<file path="src/rtl/dmem_arbiter.sv">
// rtl/dmem_arbiter.sv - two-port round-robin arbiter and sequencer for the single-ported data memory
module dmem_arbiter #(
  parameter int DATA_W = 64,
  parameter int DEPTH  = 1024
) (
  input  logic              mem_clk,
  input  logic              reset,
  input  logic              p0_req,
  input  logic              p0_we,
  input  logic [DATA_W-1:0] p0_addr,
  input  logic [DATA_W-1:0] p0_wdata,
  output logic              p0_gnt,
  output logic              p0_done,
  output logic              p0_err,
  output logic [DATA_W-1:0] p0_rdata,
  input  logic              p1_req,
  input  logic              p1_we,
  input  logic [DATA_W-1:0] p1_addr,
  input  logic [DATA_W-1:0] p1_wdata,
  output logic              p1_gnt,
  output logic              p1_done,
  output logic              p1_err,
  output logic [DATA_W-1:0] p1_rdata,
  output logic              mem_read_enable,
  output logic              mem_write_enable,
  output logic [DATA_W-1:0] mem_addr,
  output logic [DATA_W-1:0] mem_write_data,
  input  logic [DATA_W-1:0] mem_read_data,
  output logic              busy
);

  typedef enum logic [1:0] {IDLE, ACCESS, RESP} state_t;

  localparam logic [DATA_W-1:0] DEPTH_W = DATA_W'(DEPTH);

  state_t            state, state_nx;
  logic              last_winner;
  logic              id_q, we_q, err_q;
  logic [DATA_W-1:0] addr_q, wdata_q;

  logic              any_req, tie, win;
  logic              win_we;
  logic [DATA_W-1:0] win_addr, win_wdata;
  logic              win_err;

  always_comb begin
    any_req   = p0_req | p1_req;
    tie       = p0_req & p1_req;
    // On a tie the port that did not win the last tie goes first
    win       = tie ? ~last_winner : p1_req;
    win_we    = win ? p1_we    : p0_we;
    win_addr  = win ? p1_addr  : p0_addr;
    win_wdata = win ? p1_wdata : p0_wdata;
    win_err   = (win_addr[2:0] != 3'b000) || ((win_addr >> 3) >= DEPTH_W);
  end

  always_ff @(posedge mem_clk or posedge reset) begin
    if (reset) begin
      state       <= IDLE;
      last_winner <= 1'b1;
      id_q        <= 1'b0;
      we_q        <= 1'b0;
      err_q       <= 1'b0;
      addr_q      <= '0;
      wdata_q     <= '0;
    end else begin
      state <= state_nx;
      if (state == IDLE && any_req) begin
        id_q    <= win;
        we_q    <= win_we;
        err_q   <= win_err;
        addr_q  <= win_addr;
        wdata_q <= win_wdata;
        if (tie) last_winner <= win;
      end
    end
  end

  always_comb begin
    state_nx         = state;
    p0_gnt           = 1'b0;
    p1_gnt           = 1'b0;
    p0_done          = 1'b0;
    p1_done          = 1'b0;
    p0_err           = 1'b0;
    p1_err           = 1'b0;
    p0_rdata         = '0;
    p1_rdata         = '0;
    mem_read_enable  = 1'b0;
    mem_write_enable = 1'b0;
    mem_addr         = '0;
    mem_write_data   = '0;
    busy             = (state != IDLE);
    case (state)
      IDLE: begin
        if (any_req) state_nx = ACCESS;
      end
      ACCESS: begin
        p0_gnt = ~id_q;
        p1_gnt = id_q;
        // Errored accesses still walk the sequence but never reach memory
        if (!err_q) begin
          mem_addr         = addr_q;
          mem_write_data   = wdata_q;
          mem_read_enable  = ~we_q;
          mem_write_enable = we_q;
        end
        state_nx = RESP;
      end
      RESP: begin
        p0_done = ~id_q;
        p1_done = id_q;
        p0_err  = ~id_q & err_q;
        p1_err  = id_q & err_q;
        if (!we_q && !err_q) begin
          if (id_q) p1_rdata = mem_read_data;
          else      p0_rdata = mem_read_data;
        end
        state_nx = IDLE;
      end
      default: state_nx = IDLE;
    endcase
  end

endmodule

</file>
<file path="config.mk">
export PLATFORM = sky130hd
export DESIGN_NAME = dmem_arbiter
export DESIGN_NICKNAME = d
export VERILOG_FILES = /design/src/rtl/dmem_arbiter.sv
export SDC_FILE = /design/constraint.sdc
export NUM_CORES = 1
export LEC_CHECK = 0
export BUFFER_PORTS_ARGS = -buffer_cell sky130_fd_sc_hd__buf_2
export CAP_MARGIN = 20
export CORE_AREA = 8 8 226 228
export CTS_CLUSTER_SIZE = 40
export DETAILED_ROUTE_END_ITERATION = 10
export DIE_AREA = 0 0 234 236
export HOLD_SLACK_MARGIN = 0.12
export PLACE_DENSITY_LB_ADDON = 0.25
export SYNTH_ARGS = -nofsm -noshare
export SYNTH_HDL_FRONTEND = slang
export SYNTH_SLANG_ARGS = --single-unit
</file>
<file path="constraint.sdc">
create_clock -name mem_clk -period 6.33 [get_ports mem_clk]
set_input_delay 0.3165 -clock mem_clk [delete_from_list [all_inputs] [get_ports mem_clk]]
set_output_delay 0.3165 -clock mem_clk [all_outputs]
set_load 0.01 [all_outputs]
</file>
==> results.ini, run 1 <==
[die]
core_area_mm2=0.0473
die_area_mm2=0.0552
initial_core_util=0.172
die_h_um=236
ios=591
rows=80
die_x_um=234

[power]
p_comb_frac=0.326
ir_drop_v=0.000186
power_density_mw_per_mm2=299
p_int_uw=2270
p_clk_frac=0.249
switching_share=0.380
seqPwrFrac=0.425
p_switching_uw=1390
p_leak_uw=0.00687
finalPower_uw=3670

[timing]
drv_slew=0
hold_slack_ps=180
worst_pin_slew_ps=917
setup_violations=0
timing.setup.tns_ps=0
max_freq_mhz=350
rsz0062_at_grt=no
period_minus_slack_ps=2850
final_hold_viol_count=0
maxSlewHeadroom=0.389
finalClockSkew_ps=8.54
finalCritPeriodShare=0.451

[synth]
ys_seq_area_frac=0.411
mappedNetlistArea_mm2=0.00817
synth-edff-count=0
synthesis.nets=1264
synth_cell_types=32
syn_avg_cell_area_um2=8.71
synth-seq-cells=134
ys.flop_type=dfrtp_1
synth_cells=938
yosys_warnings=0
async_reset_ff_frac=1.00

[grt]
grt_pass1_vias=9438
antenna_found_initial=8
grt_max_degree=129
gr-total-overflow=0
grt_pass1_wl_um=60900
grt.total_usage=0.147

[cts]
clock_latency_ps=430
cts_num_sinks=134
clk_pin_slew_ps=60
cts_buffer_depth=2
root_buffer=clkbuf_16
cts_tree=done
postCtsSetupBuffers=0
h-tree-depth=4
cts_inserted_buffers=17

[drt]
viasPerCell=4.24
drt_iter0_markers=380
drc=0
first_pass_iters=5
wirelength_um=43000
wire_per_inst_um=20.4
ant_nets=0
vias=8931

[critical_path]
end_kind=register
cp.required_ps=6650
arrival_ps=3170
setup.worst_path.start_class=input port
path_class=input port to register
rr_startpoint=last_winner
startpoint=p1_req
path_max_fanout=37

[placed_design]
dpl.hpwl_um=35300
portBuffers=590
placed_area_mm2=0.0117
gp_congestion=0.891

[final_layout]
final_area_mm2=0.0123
drive_gt1_frac=0.429
nNetsFinal=1802
area_delta_synth_final_pct=50.2

[run]
drv_cap=0

[status]
status=finished, final reports clean

[hold_path]
min_path_type=input port to register
min_from=p0_req

==> power by group through the flow <==
stage / logic, uW / registers, uW / clock network (uW)
3_3_place_gp: 1180 / 1590 / 0
4_1_cts: 1210 / 1570 / 958
2_1_floorplan: 878 / 1430 / 0
3_5_place_dp: 1210 / 1580 / 0
5_1_grt: 1360 / 1610 / 993
6_report: 1200 / 1560 / 914
==> Yosys cell counts (2+ instances only) <==
master / instances / area [um2]
nor4b_1: 2 / 17.5
clkbuf_1: 62 / 233
and3_1: 128 / 801
a21oi_1: 128 / 641
nand4_1: 4 / 25.0
a31oi_1: 2 / 12.5
nand2_1: 3 / 11.3
nand3_1: 2 / 10.0
o21ai_1: 2 / 10.0
buf_2: 16 / 80.1
inv_1: 3 / 11.3
nor3b_1: 3 / 22.5
and2_1: 131 / 820
buf_1: 7 / 26.3
or4_1: 3 / 22.5
mux2i_1: 128 / 1280
nor3_1: 6 / 30.0
nor2b_1: 2 / 12.5
dfrtp_1: 133 / 3330
nor2_1: 139 / 522
nor4_1: 23 / 144
==> area by class of cell <==
class,count,area (um2)
Clock buffer,24,482
Tap cell,615,769
Inverter,4,20.0
Antenna cell,5,12.5
Timing Repair Buffer,604,3080
Multi-Input combinational cell,715,4500
Fill cell,5216,35100
Clock inverter,7,48.8
Sequential cell,134,3350
==> cell usage in the layout (no fill, tap or decap), types with 5 or more instances in the layout <==
master | Yosys | final
a21oi_1 | 128 | 128
and2_1 | 131 | 131
and3_1 | 128 | 128
buf_2 | 16 | 590
buf_4 | 0 | 11
clkbuf_16 | 0 | 17
dfrtp_1 | 133 | 133
diode_2 | 0 | 5
mux2i_1 | 128 | 128
nor2_1 | 139 | 136
nor3_1 | 6 | 6
nor4_1 | 23 | 23
==> flip-flops by register name (all words and copies together), names as in the netlist <==
signal / count
addr_q: 64
state: 2
err_q: 1
last_winner: 1
we_q: 1
wdata_q: 64
id_q: 1
==> layer usage <==
metal,up-vias,part of all wire,GRT usage
li1,4338,-,-
met1,4148,0.38,0.158
met2,389,0.51,0.264
met3,52,0.073,0.0356
met4,4,0.042,0.0761
met5,-,0.00063,0
==> worst max-delay path: stages <==
cell	delay, ps
dlygate4sd3_1	600
buf_2	160
a21boi_4	500
buf_4	590
nand4_1	230
o22ai_2	290
o21ai_1	120
o32a_1	330
==> final timing paths <==
| kind | endpoint | slack (ps) | depth (start not counted) |
|---|---|---|---|
| max | err_q | 3480 | 8 |
| min | last_winner | 180 | 3 |
| max reg2reg | err_q | 3760 | 6 |
| min reg2reg | wdata_q[16] | 520 | 2 |
| max in group asynchronous | wdata_q[36] | 4410 | 4 |
| min in group asynchronous | wdata_q[9] | 560 | 3 |
==> kinds of logic (layout without fill, tap and decap cells) <==
group / Yosys count / after routing / synth area share
DFF: 134 / 134 / 0.411
muxes: 128 / 128 / 0.157
buffers and inverters: 89 / 639 / 0.0434
other: 0 / 5 / 0
and+or+nand+nor: 448 / 448 / 0.300
AOI/OAI and AO/OA: 138 / 138 / 0.0875
xor gates and xnor gates: 1 / 1 / 0.00107
==> through the flow <==
step,instances,setup WS [ps],utilization
2_1_floorplan,938,2430,-
3_3_place_gp,2069,3450,0.247
3_5_place_dp,2070,3640,0.247
4_1_cts,2103,3460,0.259
5_1_grt,2105,3320,0.259
6_report,2108,3480,0.259
==> repair_timing <==
item / 4_1_cts / 5_1_grt
hold endpoints to repair: 79 / 0
resized for setup: 0 / 0
hold buffers: 2 / 0
Note: power is estimated with default switching activity, not from simulation.
==> run 2: changes to the inputs <==
clock period = 2.7 ns   (was 6.33 ns; I/O delays follow)
==> results.ini, run 2 (synthesis results as in run 1) <==
[final_layout]
post-route-util=0.317
mostFrequentLayoutCells=590 x buf_2, 259 x dlygate4sd3_1, 136 x nor2_1
reg_top3=addr_q: 64 flops, wdata_q: 64 flops, state: 2 flops
drive_gt1_frac=0.370
mostFrequentLayoutCell=buf_2
fill_cells=5025
nNetsFinal=2069
antennaDiodeCount=0
area_delta_synth_final_pct=83.8

[critical_path]
path_class=register to register
startpoint=last_winner
rr_startpoint=last_winner
arrival_ps=2610
end_kind=register
rrSetupSlack_ps=410
reg2reg_depth=7
crit_path_end=err_q
cp.required_ps=3020
setup.worst_path.start_class=register
reg2reg_to=err_q
path_max_fanout=9

[timing]
rsz0062_at_grt=no
drv_slew=0
period_minus_slack_ps=2290
final_hold_viol_count=0
setup_violations=0
finalCritPeriodShare=0.848
maxSlewHeadroom=0.446
finalClockSkew_ps=13.8
max_freq_mhz=437
timing.setup.tns_ps=0
worst_pin_slew_ps=829

[die]
core_area_mm2=0.0473
rows=80
die_h_um=236
initial_core_util=0.172
ios=591
die_x_um=234
die_area_mm2=0.0552

[cts]
cts_num_sinks=134
clk_pin_slew_ps=60
cts_buffer_depth=2
clock_latency_ps=450
h-tree-depth=4
root_buffer=clkbuf_16
cts_inserted_buffers=17
cts_tree=done

[power]
p_switching_uw=3290
power_density_mw_per_mm2=615
switching_share=0.357
p_int_uw=5940
p_clk_frac=0.244
p_comb_frac=0.377
seqPwrFrac=0.379
finalPower_uw=9230
ir_drop_v=0.000477
p_leak_uw=0.00802

[hold_path]
hold_depth=4
min_path_type=input port to register
min_from=p1_addr[26]

[grt]
grt_max_degree=129
gr-total-overflow=0
grt_pass1_vias=11100
busiest_layer=met2
grt_util_met3=0.0467
antenna_found_initial=6
grt.total_usage=0.160
grt_util_met1=0.163
grt_pass1_wl_um=67000
use_met2=0.295

[drt]
ant_nets=0
viasPerCell=4.29
drc=0
first_pass_iters=5
wirelength_um=46000
drt_iter0_markers=350
wire_per_inst_um=19.4
vias=10200

[placed_design]
gp_congestion=0.892
portBuffers=590
dpl.hpwl_um=35400

[run]
drv_cap=0

[status]
status=finished, final reports clean

run 2: cell type report:
class | count | area (um2) | share of cell area
clock buffers | 23 | 468 | 0.0312
clock inverters | 9 | 77.6 | 0.00517
inverters | 4 | 18.8 | 0.00125
multi-input cells | 715 | 4500 | 0.300
flip-flops and latches | 134 | 3350 | 0.223
well taps | 615 | 769 | 0.0513
repair buffers | 871 | 5820 | 0.388
run 2: per-layer routing:
layer  up-vias  wire (um)
met5         -         31
met3        72       3380
met2       423      23800
met4         6       1970
li1       4877          -
met1      4788      16900
run 2: worst max-delay path, stage by stage (launching register included):
cell	delay, ps
dfstp_2	570
a21boi_4	100
buf_4	160
buf_4	170
or4_1	490
a31oi_1	240
o21ai_1	100
o32a_1	340
run 2: repair_timing:
action,4_1_cts,5_1_grt
buffers inserted,0,4
hold buffers,259,0
gates resized for setup,0,0
endpoints found under the hold margin,158,0
endpoints found under the setup margin,0,22
run 2: how the worst min path moves through the flow:
stage / to / slack [ps]
after floorplan: last_winner / 260
after global placement: wdata_q[9] / 350
after detailed placement: wdata_q[9] / 330
after CTS: err_q / 210
after global routing: err_q / 270
final: err_q / 240
run 2: power by group through the flow:
| stage | Combinational (uW) | Clock (uW) | Sequential, uW |
|---|---|---|---|
| floorplan | 2060 | 0 | 3350 |
| global route | 3930 | 2430 | 3640 |
| global placement | 2930 | 0 | 3500 |
| detailed placement | 2990 | 0 | 3530 |
| CTS | 3500 | 2360 | 3510 |
| finish | 3480 | 2250 | 3500 |
run 2: per-stage QoR:
step | setup WS, ps | hold WS [ps] | std cells | instance area, um2
after floorplan | 847 | 263 | 938 | 8170
after global placement | 543 | 348 | 2076 | 11800
after detailed placement | 528 | 335 | 2076 | 11800
after CTS | 36.5 | 213 | 2367 | 15000
after global routing | 275 | 269 | 2371 | 15000
final | 412 | 245 | 2371 | 15000
